### src/rtl/prefetch_unit_pkg.sv
// Shared constants and FSM state encoding for the instruction prefetch unit.
package prefetch_unit_pkg;

    localparam logic [31:0]  NOP                 = 32'h0000_0013;
    localparam int unsigned  EX_INSTR_MISALIGNED = 0;

    typedef enum logic [1:0] {
        ST_RUN  = 2'd0,
        ST_DROP = 2'd1,
        ST_HALT = 2'd2
    } pf_state_e;

    function automatic logic addr_misaligned(input logic [1:0] lsbs);
        return lsbs != 2'b00;
    endfunction

endpackage

### src/rtl/prefetch_unit_sync_fifo.sv
// Synchronous FIFO with registered occupancy count and a clear that beats push/pop.
module sync_fifo #(
    parameter int unsigned WIDTH = 8,
    parameter int unsigned DEPTH = 4
) (
    input  logic                     clk,
    input  logic                     rst_n,
    input  logic                     push,
    input  logic                     pop,
    input  logic                     clear,
    input  logic [WIDTH-1:0]         wdata,
    output logic [WIDTH-1:0]         rdata,
    output logic                     full,
    output logic                     empty,
    output logic [$clog2(DEPTH):0]   count
);

    localparam int unsigned PW = $clog2(DEPTH);

    logic [WIDTH-1:0] mem_q [DEPTH];
    logic [PW-1:0]    wr_ptr_q, wr_ptr_d;
    logic [PW-1:0]    rd_ptr_q, rd_ptr_d;
    logic [PW:0]      count_q, count_d;
    logic             do_push, do_pop;

    assign full    = (count_q == (PW+1)'(DEPTH));
    assign empty   = (count_q == '0);
    assign count   = count_q;
    assign rdata   = mem_q[rd_ptr_q];
    assign do_push = push && !full && !clear;
    assign do_pop  = pop && !empty && !clear;

    always_comb begin
        wr_ptr_d = wr_ptr_q;
        rd_ptr_d = rd_ptr_q;
        count_d  = count_q;
        if (clear) begin
            wr_ptr_d = '0;
            rd_ptr_d = '0;
            count_d  = '0;
        end else begin
            if (do_push) wr_ptr_d = wr_ptr_q + PW'(1);
            if (do_pop)  rd_ptr_d = rd_ptr_q + PW'(1);
            case ({do_push, do_pop})
                2'b10:   count_d = count_q + (PW+1)'(1);
                2'b01:   count_d = count_q - (PW+1)'(1);
                default: count_d = count_q;
            endcase
        end
    end

    always_ff @(posedge clk or negedge rst_n) begin
        if (!rst_n) begin
            wr_ptr_q <= '0;
            rd_ptr_q <= '0;
            count_q  <= '0;
        end else begin
            wr_ptr_q <= wr_ptr_d;
            rd_ptr_q <= rd_ptr_d;
            count_q  <= count_d;
        end
    end

    always_ff @(posedge clk) begin
        if (do_push) mem_q[wr_ptr_q] <= wdata;
    end

endmodule

### src/rtl/prefetch_unit.sv
// Instruction prefetch unit: credit-limited single-outstanding fetch into a small FIFO,
// with flush redirect, stale-response drop and misaligned-target halt.
module prefetch_unit
    import prefetch_unit_pkg::*;
#(
    parameter int unsigned       ADDR_W   = 32,
    parameter int unsigned       INSTR_W  = 32,
    parameter int unsigned       EX_W     = 4,
    parameter int unsigned       DEPTH    = 4,
    parameter logic [ADDR_W-1:0] RESET_PC = '0
) (
    input  logic               clk,
    input  logic               reset,
    output logic [ADDR_W-1:0]  mem_rd_addr,
    output logic               mem_rd_enable,
    input  logic [INSTR_W-1:0] mem_rd_data,
    input  logic               mem_rd_ready,
    input  logic               flush,
    input  logic [ADDR_W-1:0]  flush_addr,
    input  logic               stall,
    output logic               pipeline_valid,
    output logic [INSTR_W-1:0] instr,
    output logic [ADDR_W-1:0]  PC,
    output logic [EX_W-1:0]    exception,
    output logic               exception_valid
);

    localparam int unsigned ENT_W = ADDR_W + INSTR_W + EX_W + 1;
    localparam int unsigned CNT_W = $clog2(DEPTH) + 1;

    pf_state_e         state_q, state_d;
    logic [ADDR_W-1:0] fetch_pc_q, fetch_pc_d;
    logic [ADDR_W-1:0] req_addr_q;
    logic              outstanding_q, outstanding_d;
    logic              ex_pending_q, ex_pending_d;
    logic              started_q;

    logic              fifo_push, fifo_pop, fifo_full, fifo_empty;
    logic [CNT_W-1:0]  fifo_count;
    logic [ENT_W-1:0]  fifo_wdata, fifo_rdata;

    logic [ADDR_W-1:0]  head_pc;
    logic [INSTR_W-1:0] head_instr;
    logic [EX_W-1:0]    head_ex;
    logic               head_exv;

    sync_fifo #(
        .WIDTH (ENT_W),
        .DEPTH (DEPTH)
    ) u_fifo (
        .clk   (clk),
        .rst_n (reset),
        .push  (fifo_push),
        .pop   (fifo_pop),
        .clear (flush),
        .wdata (fifo_wdata),
        .rdata (fifo_rdata),
        .full  (fifo_full),
        .empty (fifo_empty),
        .count (fifo_count)
    );

    assign pipeline_valid = !fifo_empty;
    assign fifo_pop       = pipeline_valid && !stall;
    assign {head_pc, head_instr, head_ex, head_exv} = fifo_rdata;

    always_comb begin
        if (fifo_empty) begin
            PC              = '0;
            instr           = INSTR_W'(NOP);
            exception       = '0;
            exception_valid = 1'b0;
        end else begin
            PC              = head_pc;
            instr           = head_instr;
            exception       = head_ex;
            exception_valid = head_exv;
        end
    end

    // An issued request keeps its address even after a flush retargets fetch_pc.
    assign mem_rd_addr   = outstanding_q ? req_addr_q : fetch_pc_q;
    assign outstanding_d = mem_rd_enable && !mem_rd_ready;

    always_comb begin
        state_d       = state_q;
        fetch_pc_d    = fetch_pc_q;
        ex_pending_d  = ex_pending_q;
        mem_rd_enable = 1'b0;
        fifo_push     = 1'b0;
        fifo_wdata    = {fetch_pc_q, mem_rd_data, EX_W'(0), 1'b0};

        case (state_q)
            ST_RUN:  mem_rd_enable = started_q &&
                                     (outstanding_q || (fifo_count < CNT_W'(DEPTH)));
            ST_DROP: mem_rd_enable = 1'b1;
            default: mem_rd_enable = 1'b0;
        endcase

        if (flush) begin
            fetch_pc_d   = flush_addr;
            ex_pending_d = addr_misaligned(flush_addr[1:0]);
            if (outstanding_d)
                state_d = ST_DROP;
            else if (addr_misaligned(flush_addr[1:0]))
                state_d = ST_HALT;
            else
                state_d = ST_RUN;
        end else begin
            case (state_q)
                ST_RUN: begin
                    if (mem_rd_enable && mem_rd_ready) begin
                        fifo_push  = 1'b1;
                        fetch_pc_d = fetch_pc_q + ADDR_W'(4);
                    end
                end
                ST_DROP: begin
                    // fetch_pc still holds the flush target, so it decides where we land.
                    if (mem_rd_ready)
                        state_d = addr_misaligned(fetch_pc_q[1:0]) ? ST_HALT : ST_RUN;
                end
                default: state_d = state_q;
            endcase

            if (ex_pending_q && !fifo_full) begin
                fifo_push    = 1'b1;
                fifo_wdata   = {fetch_pc_q, INSTR_W'(NOP), EX_W'(EX_INSTR_MISALIGNED), 1'b1};
                ex_pending_d = 1'b0;
            end
        end
    end

    always_ff @(posedge clk or negedge reset) begin
        if (!reset) begin
            state_q       <= ST_RUN;
            fetch_pc_q    <= RESET_PC;
            req_addr_q    <= '0;
            outstanding_q <= 1'b0;
            ex_pending_q  <= 1'b0;
            started_q     <= 1'b0;
        end else begin
            state_q       <= state_d;
            fetch_pc_q    <= fetch_pc_d;
            req_addr_q    <= mem_rd_addr;
            outstanding_q <= outstanding_d;
            ex_pending_q  <= ex_pending_d;
            started_q     <= 1'b1;
        end
    end

endmodule
### config.mk
export PLATFORM = sky130hd
export DESIGN_NAME = prefetch_unit
export DESIGN_NICKNAME = d
export VERILOG_FILES = /design/src/rtl/prefetch_unit_pkg.sv /design/src/rtl/prefetch_unit_sync_fifo.sv /design/src/rtl/prefetch_unit.sv
export SDC_FILE = /design/constraint.sdc
export NUM_CORES = 1
export LEC_CHECK = 0
export ABC_AREA = 1
export CELL_PAD_IN_SITES_DETAIL_PLACEMENT = 0
export CELL_PAD_IN_SITES_GLOBAL_PLACEMENT = 2
export CORE_ASPECT_RATIO = 0.7
export CORE_MARGIN = 3
export CORE_UTILIZATION = 36
export DETAILED_ROUTE_END_ITERATION = 7
export PLACE_DENSITY = 0.79
export SLEW_MARGIN = 20
export SYNTH_ARGS = -nofsm -noshare
export SYNTH_HDL_FRONTEND = slang
export SYNTH_SLANG_ARGS = --single-unit
### constraint.sdc
create_clock -name clk -period 5.1 [get_ports clk]
set_input_delay 1.02 -clock clk [delete_from_list [all_inputs] [get_ports clk]]
set_output_delay 1.02 -clock clk [all_outputs]
set_load 0.05 [all_outputs]
---- Word level (Yosys, flattened, before mapping) ----
Memory sizes are Yosys's and may differ from the RTL's.
Cells that the tools add are included.
word-level totals
  bits in registers ....................... 76
  RAM bits ................................ 276
  input port bits ......................... 69
  memories ................................ 1
  output and inout bits ................... 103
cells by class
  reduce and logical (&&, ||, !) cells .... 29
  $lt $le $gt $ge ......................... 1
  mux-type cells .......................... 31
  $add $sub $neg .......................... 5
  equality and inequality tests ........... 4
memories
  memory        depth  bits a word  read ports  clocked after memory_dff  write ports  RTL line                       text
  u_fifo.mem_q  4      69           1           0                         1            prefetch_unit_sync_fifo.sv:20  logic [WIDTH-1:0] mem_q [DEPTH];
operators with widths
  cell                   number
  $mux 32                6
  $mux 37                2
  $add 32x3->32 const B  1
  $mux 2                 10
  $reduce_bool 2->1      9
  $logic_and 1x1->1      9
  $mux 1                 9
  $pmux 3 s2             1
  $logic_not 1->1        5
  $add 2x1->2 const B    2
  $eq 2x1->1 const B     2
  $mux 4                 1
  $reduce_and 2->1       2
  $add 3x1->3 const B    1
  $eq 3x3->1 const B     1
  $logic_not 3->1        1
  $lt 3x3->1 const B     1
  $mux 3                 1
  $reduce_bool 3->1      1
  $sub 3x1->3 const B    1
  $eq 2x2->1 const B     1
  $logic_not 2->1        1
  $pmux 1 s2             1
  $logic_or 1x1->1       1

---- Logic depth before layout (Yosys ltp) ----
  depth after elaboration ................. 14
  mapped depth ............................ 14
  mapped depth without buffers ............ 14

---- Modules after synthesis ----
Synthesis repeated with hierarchy kept, for this count alone.
second synthesis, totals
  cell total of the unflattened synthesis .. 1443
  area total of the unflattened synthesis .. 15177.1 µm²
modules (own cells, without submodules)
  module         instances  sequential area each (µm²)  cells an instance  area each (µm²)
  sync_fifo      1          8463.1                      732                10697.8
  prefetch_unit  1          1726.7                      711                4479.3

---- Least setup slack after synthesis ----
Ideal clock, no wire load.
  path kind ............................... input -> register
  from .................................... in mem_rd_ready
  to ...................................... mem u_fifo.mem_q[0][0] in the netlist's numbering, enable pin
  data arrival time ....................... 4.251 ns
  slack ................................... 0.360 ns
  data required time ...................... 4.611 ns
  library setup time ...................... 0.489 ns
  stages on the path ...................... 6
  path through ............................ nand2_1 > nor2_8 > nand2_2 > nand2_2 > inv_2 > nor2_1
between the ends
  word-level cells in the longest chain between the ends .. 9
ends and longest elaborated chain
  what                             RTL line                       text
  from (decl)                      prefetch_unit.sv:17            input logic mem_rd_ready,
  $logic_and 1x1->1                prefetch_unit.sv:112           if (mem_rd_enable && mem_rd_ready) begin
  $mux 1                           prefetch_unit.sv:112
  $mux 1                           prefetch_unit.sv:110           case (state_q)
  $mux 1                           prefetch_unit.sv:125           if (ex_pending_q && !fifo_full) begin
  $mux 1                           prefetch_unit.sv:100           if (flush) begin
  $logic_and 1x1->1 (2 in series)  prefetch_unit_sync_fifo.sv:30  assign do_push = push && !full && !clear;
  $mux 1                           prefetch_unit_sync_fifo.sv:65  if (do_push) mem_q[wr_ptr_q] <= wdata;
  $mux 1 (not written as such)     prefetch_unit_sync_fifo.sv:65
  to (decl)                        prefetch_unit_sync_fifo.sv:20
Every way passes these cells.

---- Worst setup path in the final report ----
  from .................................... reg u_fifo.rd_ptr_q[0]
  to ...................................... out instr[1]
between the ends
  word-level cells in the longest chain between the ends .. 2
ends and longest elaborated chain
  what                    RTL line                       text
  from (decl)             prefetch_unit_sync_fifo.sv:22  logic [PW-1:0] rd_ptr_q, rd_ptr_d;
  from (signal assigned)  prefetch_unit_sync_fifo.sv:59  rd_ptr_q <= rd_ptr_d;
  $mem_v2 4x69            n/a
  $mux 32                 prefetch_unit.sv:68            if (fifo_empty) begin
  to (decl)               prefetch_unit.sv:22            output logic [INSTR_W-1:0] instr,
Every way passes these cells.

==> metrics.md <==
| Metric | Value |
|---|---|
| Run status | finished, final reports clean |
| Fraction of power spent switching nets | 32.6% |
| Worst-skew pair later-pin latency | 0.52 ns |
| Pin count of the biggest net entering global routing | 61 |
| Count of buffers added by post-CTS timing repair for setup | 0 |
| Setup CP Type | reg2out |
| Data required time of the worst path | roughly 4.1 ns |
| Area taken by multi-input logic gates | 4120 um^2 |
| Count of cells along the worst register-to-register path | 10 |
| Setup violations, final | 0 |
| Most instantiated cells after synthesis | nor2_1, edfxtp_1, nand2_1, o21ai_0, inv_1 |
| Worst min-delay path class | in2async |
| Drt first pass iters | 5 |
| Net Sw Power | 2480 uW |
| Layout Nets | between 1.5k and 2k |
| Sequential Power Share | 43.7% |
| Mean instance size in the synthesized netlist | 10.2 um^2 |
| Number of remaining DRC errors | 0 |
| Power per cell area | 428 nW/um^2 |
| Detailed-route wire length per cell | 18.0 um |
| Number of antenna violations at the first check in global routing | 0 |
| Fraction of synthesis flops using an asynchronous set or reset pin | 22.6% |
| Total number of yosys warnings | 0 |
| Synth area leader | edfxtp_1 |
| Routed wire length on met2 | around 18000 um |
| LEAKAGE | 0.00663 uW |
| Total track usage | between 10% and 20% |
| Buffer depth of the longest clock path | 3 |
| Slew at the pin with the worst max-slew slack | 0.767 ns |
| Post-synth cell types | 37 |
| Utilization of the core after routing | 45.6% |
| Cts repair resizes | 0 |
| Level count of the clock H-tree | 2 |
| Routability cong. | 0.838 |
| Die Area | 42600 um^2 |
| Final wirelength | 38200 um |
| Ant diodes | 0 |
| Routed met3 length | 1890 um |
| Starting Density | 37.0% |
| RSZ-0062 raised after global routing | false |
| Maximum vdd drop | between 0.0002 and 0.00025 V |
| Cell area after synthesis | 14500 um^2 |
| Sum of negative setup slack | 0 ns |
| Detail Placement HPWL | 24300 um |
| Post-layout minimum cycle time | 4.29 ns |
| Global route total overflow | 0 |
| Core footprint | 39000 um^2 |
| Hold buffer count at CTS | 0 |
| Max Used Layer | met4 |
| Chip Width | 246 um |
| Worst flop-to-flop path endpoint | u_fifo.mem_q[3][65] |
| Combinational Power Share | between 20% and 30% |
| M1 wire length | 17800 um |
| Wire length of the first global-routing pass | 59300 um |
| Std cell rows | 60 |
| Top area cells in the synthesized netlist | edfxtp_1, dfrtp_1, nor2_1 |
| Fillers | 3715 |
| Worst setup SP type | register |
| P&R area growth vs syn | 23.0% |
| Layout cells sized above 1 | 6.67% |
| First-iteration detailed-routing DRC count | 709 |
| Clock network power share | a little under a third |
| Count of port buffers added during placement | 167 |
| Max Transition Viols Final | 0 |
| Post-Synthesis Cells | 1413 |
| Peak clock frequency supported by timing | 233 MHz |
| Synth top area share | 54.0% |
| CTS sink count | about 340 |
| Crit Reg-Reg Startpoint | outstanding_q |
| Final count of hold timing violations | 0 |
| Critical path data arrival time | roughly 3.3 ns |
| Via count | 10.3k |
| Final ANT Viol Nets | 0 |
| Critical path endpoint category | output port |
| Number of buffers created by CTS | 35 |
| Total area of sequential cells | 9710 um^2 |
| First element of the critical path | u_fifo.rd_ptr_q[0] |
| Detail-routed via count per cell | 4.87 |
| Slew margin rel. | 48.8% |
| Count of flip-flops with a built-in enable after synthesis | 260 |
| Register clock-pin slew on the reported worst setup and hold paths | 0.06 ns |
| Cell internal pwr | just over 5000 uW |
| Clk_skew | 0.0200 ns |
| Clock tree from TritonCTS | built |
| Buffer cell driving the clock tree root | clkbuf_16 |
| Maximum net fanout on the critical path | 37 |
| Hold WS | between 0.4 and 0.5 ns |
| R2R Setup Slk | 1.96 ns |
| Most used flip-flop cell after synthesis | edfxtp_1 |
| I/O pin cnt | 172 |
| Y dimension of the die | 174 um |
| Total of max-cap violations | 0 |
| Library cell with the highest instance count after synthesis | nor2_1 |
| Crit share post-route | approximately 84% |
| Sequential fraction of the synthesis area | 67.2% |
| Vias in the first global route | 10.1k |
| Post-synthesis sequential element count | 336 |
-- power groups by stage --
| stage | Clock (uW) | Sequential, uW | Combinational [uW] |
|---|---|---|---|
| 6_report | 2400 | 3320 | 1890 |
| 5_1_grt | 2600 | 3350 | 2040 |
| 4_1_cts | 2470 | 3330 | 1920 |
| 3_5_place_dp | 0 | 3380 | 1910 |
| 3_3_place_gp | 0 | 3380 | 1910 |
| 2_1_floorplan | 0 | 3320 | 1250 |
-- sequential cells by signal (all words and copies together) (netlist names), 2 cells and up --
| name | count |
|---|---|
| u_fifo.count | 3 |
| fetch_pc_q | 32 |
| u_fifo.wr_ptr_q | 2 |
| state_q | 2 |
| req_addr_q | 32 |
| u_fifo.mem_q | 260 |
| u_fifo.rd_ptr_q | 2 |
-- per-stage QoR --
stage	area [um^2]	power, uW	setup slack (ns)	std cells
final	17800	7610	0.807	2116
after detailed placement	16700	5290	1.32	2055
after global routing	17800	7980	0.474	2116
after floorplan	14500	4570	0.360	1416
after global placement	16700	5290	1.32	2055
after CTS	17800	7720	0.750	2116
-- cell type report --
| type | count | share of cell area, % |
|---|---|---|
| Sequential cell | 336 | 54.6 |
| Clock inverter | 12 | 0.408 |
| Tap cell | 527 | 3.71 |
| Clock buffer | 49 | 5.57 |
| Inverter | 85 | 1.80 |
| Timing Repair Buffer | 189 | 10.7 |
| Multi-Input combinational cell | 918 | 23.2 |
-- routing by layer --
layer  vias to the layer above  GRT usage [%]
met5                         -              0
met4                         0           3.34
met3                        39           3.29
met2                       226           28.9
met1                      4973           25.5
li1                       5067              -
-- placed cells by master, fill, tap and decap left out, drive strengths merged, types with 2 or more instances in the layout --
master	count
nor2	357
edfxtp	260
nand2	214
o21ai	190
clkdlybuf4s50	166
inv	84
dfrtp	76
a21oi	71
clkbuf	49
nand3	36
buf	23
clkinv	12
nand4	7
o22ai	6
xor2	5
ha	5
conb	5
or2	4
a31oi	4
o311ai	3
a211oi	3
nor4	3
nor3	2
-- cell families after synthesis --
family	Yosys count	synth area share (%)
AOI/OAI and AO/OA	278	9.91
and+or+nand+nor	623	17.3
buffers and inverters	162	4.61
other	2	0.0519
xor gates and xnor gates	6	0.363
DFF	336	67.2
adders and majority gates	6	0.571
-- worst max-delay path, cell delays in order (launching register included) --
cell and delay [ns]:
dfrtp_4 0.61, clkinv_2 0.42, buf_4 0.37, nor2_1 0.06
o311ai_0 0.39, clkdlybuf4s50_1 0.89
-- worst max-delay path by stage --
| stage | endpoint | slack (ns) | cells past startpoint |
|---|---|---|---|
| 2_1_floorplan | u_fifo.mem_q[0][0] | 0.36 | 6 |
| 3_3_place_gp | instr[4] | 1.32 | 5 |
| 3_5_place_dp | instr[1] | 1.32 | 7 |
| 4_1_cts | instr[1] | 0.75 | 7 |
| 5_1_grt | instr[1] | 0.47 | 7 |
| 6_report | instr[1] | 0.81 | 5 |
Note: power is estimated with default switching activity, not from simulation.
==> edit 1, RTL diff (same settings) <==
Set the parameter `ADDR_W` to 24 (it was 32).
--- a/src/rtl/prefetch_unit.sv
+++ b/src/rtl/prefetch_unit.sv
@@ -3,7 +3,7 @@
 module prefetch_unit
     import prefetch_unit_pkg::*;
 #(
-    parameter int unsigned       ADDR_W   = 32,
+    parameter int unsigned       ADDR_W   = 24,
     parameter int unsigned       INSTR_W  = 32,
     parameter int unsigned       EX_W     = 4,
     parameter int unsigned       DEPTH    = 4,
Interface: changed (resized PC, flush_addr and mem_rd_addr); port bits go from 172 to 148. No check against the original RTL was run, so the function may have changed too.
==> edit 1 against the original RTL <==
Final area decreased by 16%; routed wire length decreased by 21%; area after synthesis shrank 16%; die area shrank 15%; sequential cell count down 48; worst setup slack worse by 180 ps; power down 20%; cell count fell by 19%; critical path type unchanged.
==> edit 1: results (changes against the original RTL) <==
status=completed; Static Leak=5.622 nW (-15%); EDFF count, synth=228 (-12%); Finished Layout Cells=1,714 (-19%); top post-synthesis cells by area=edfxtp_1 (56%), dfrtp_1 (12%), nor2_1 (7.7%), o21ai_0 (6.2%), nand2_1 (4.5%); list of most frequent post-synthesis cells=nor2_1 (250), edfxtp_1 (228), o21ai_0 (152), nand2_1 (147), inv_1 (78); Rel. slew slack=38.12% (-11 points); largest net degree at the start of global routing=78 (+28%); worst r2r path cells=8 (-2); vias per std cell=4.804 (-1.4%); pwr/cell area=406.8 mW/mm² (-4.9%); flop-to-flop setup slack=2380 ps (+420 ps); number of CTS-inserted buffers=29 (-17%); PortBufs=143 (-14%); sequential power=0.00280 W (-16%); nets=1,332 (-19%); met1 Resource Use GR=24.55% (-0.99 points); H-Tree Depth=1 (-1); reg2reg end=u_fifo.mem_q[1][11]; met3 GRT Util=2.940% (-0.35 points); largest registers=u_fifo.mem_q x228, fetch_pc_q x24, req_addr_q x24; fmax=0.2238 GHz (-3.9%); crit path max fanout=77 (+110%); DR WL/cell=17.52 µm (-2.9%); WL met1=14.68 mm (-18%); drt initial violations=575 (-19%); layout cell share with drive strength beyond 1=7.848% (+1.2 points); Total GRT Usage=16.56% (-1.4 points); DP Worst Slack=1231 ps (-88.01 ps); Post-DP HPWL=18.51 mm (-24%)
[edit 1: cell count changes in the layout (fill, tap and decap cells not counted), moves of 16 or more]
cell and change:
nor2_1 -100, nand2_1 -55, edfxtp_1 -32, clkdlybuf4s50_1 -24, o21ai_0 -22, dfrtp_1 -16
nand3_1 -16
[edit 1: cell families after synthesis]
logic type	after synthesis	share of synthesized area [%]
compound gates	234	10.07
buf+inv	145	5.015
xor+xnor	7	0.5036
simple gates	450	15.10
other cells	2	0.06169
fa+ha+maj	6	0.6783
flops	288	68.57
[edit 1: per-stage QoR]
stage          instance area [µm²]  hold slack (ps)
2_1_floorplan                12190            471.0
3_3_place_gp                 14030            462.2
3_5_place_dp                 14030            467.6
4_1_cts                      14980            368.5
5_1_grt                      14980            385.4
6_report                     14980            381.1
[edit 1: final cells by class]
cell class,count,area share [%]
multi-input cells,702,21.76
clock inverters,18,1.078
inverters,84,2.113
clock buffers,35,5.262
flip-flops and latches,288,55.76
well taps,427,3.567
repair buffers,160,10.46
==> edit 2, RTL diff (same flow settings) <==
Without the edit above. Take the reset off `req_addr_q` and load it in a clocked block of its own.
--- a/src/rtl/prefetch_unit.sv
+++ b/src/rtl/prefetch_unit.sv
@@ -134,18 +134,20 @@
         if (!reset) begin
             state_q       <= ST_RUN;
             fetch_pc_q    <= RESET_PC;
-            req_addr_q    <= '0;
             outstanding_q <= 1'b0;
             ex_pending_q  <= 1'b0;
             started_q     <= 1'b0;
         end else begin
             state_q       <= state_d;
             fetch_pc_q    <= fetch_pc_d;
-            req_addr_q    <= mem_rd_addr;
             outstanding_q <= outstanding_d;
             ex_pending_q  <= ex_pending_d;
             started_q     <= 1'b1;
         end
     end
 
+    always_ff @(posedge clk) begin
+        req_addr_q <= mem_rd_addr;
+    end
+
 endmodule
Check against the original RTL: no difference found for any inputs over 4 cycles, from zero or initial values and one cycle with reset low; that may be too few to reach the edited logic, so the function may still have changed.
==> edit 2 against the original RTL <==
Synthesized cell count unchanged; final area down 1.1%; routed wire length about the same; sequential cell count unchanged; area after synthesis down 1.1%; worst setup slack better by 210 ps; combinational power about the same; power about the same.
==> edit 2: results (changes against the original RTL) <==
status=completed; WL met1=17.82 mm (+0.11%); top post-synthesis cells by area=edfxtp_1 (55%), nor2_1 (9.2%), dfrtp_1 (7.7%), o21ai_0 (6.1%), nand2_1 (5.3%); Synth Area in Compound Gates=10.02% (+0.11 points); ClkCell Share=6.099% (+0.12 points); XOR/XNOR Fraction of Synth Area=0.3676% (+0.0041 points); vias per std cell=4.839 (-0.64%); dpl cells=2,050 (-0.24%); drt total wl=38.19 mm (about the same); number of global-route vias before repair=9,897 (-1.8%); grt met2 use=28.32% (-0.57 points); Cell Area, Placed=0.01653 mm² (-1.2%); DR WL/cell=18.07 µm (+0.17%); DP Worst Slack=1483 ps (+163.7 ps); routability cong.=0.8100 (-3.4%); area share of fa/ha/maj cells after synthesis=0.5776% (+0.0064 points); reg2reg end=u_fifo.mem_q[0][65]; fillers=3,657 (-1.6%); Hold Slack=446.7 ps (+13.84 ps); clkbuf count=40 (-18%); Worst VDD drop=0.0002042 V (-0.24%); post-route cell area=0.01760 mm² (-1.1%); met1 Resource Use GR=25.52% (about the same); Netlist cell types=38 (+2.7%); Total GRT Usage=17.89% (-0.025 points); drt initial violations=703 (-0.85%); worst-margin pin slew=883.3 ps (+116.8 ps); nets=1,635 (-0.30%); fraction of area in registers=54.28% (-0.32 points); FFs & Latches=336 (unchanged); DR pass1 iterations=6 (+1); flop-to-flop setup slack=2070 ps (+110 ps); final critical-path setup slack=1013 ps (+206.0 ps); Mean Syn Cell Area=10.12 µm² (-1.1%); Sw Ratio=33.13% (+0.52 points); class of the worst hold path=flop to flop; Data buffer area share=10.62% (-0.11 points); Signal buffers=184 (-2.6%); Fin Clk Skew=12.78 ps (-7.199 ps); Static Leak=6.494 nW (-2.1%); overall power=0.007609 W (about the same); met3 GRT Util=3.689% (+0.40 points); Post-DP HPWL=23.48 mm (-3.3%); crit path max fanout=78 (+110%)
## edit 2: cell types whose count changed in the layout (fill, tap and decap cells not counted)
cell | before | now
clkinv_1 | 10 | 9
buf_2 | 0 | 1
dfrtp_1 | 74 | 42
buf_4 | 17 | 11
inv_2 | 7 | 6
clkinvlp_2 | 0 | 2
clkbuf_8 | 2 | 0
clkinvlp_4 | 0 | 3
clkinv_2 | 2 | 10
clkbuf_1 | 10 | 3
dfxtp_1 | 0 | 32
## edit 2: worst max path at each step
stage                  startpoint                   to
2_1_floorplan        mem_rd_ready   u_fifo.mem_q[0][0]
3_3_place_gp         mem_rd_ready  u_fifo.mem_q[0][63]
3_5_place_dp         mem_rd_ready  u_fifo.mem_q[0][63]
4_1_cts        u_fifo.rd_ptr_q[0]               PC[12]
5_1_grt        u_fifo.rd_ptr_q[0]               PC[20]
6_report       u_fifo.rd_ptr_q[0]               PC[20]
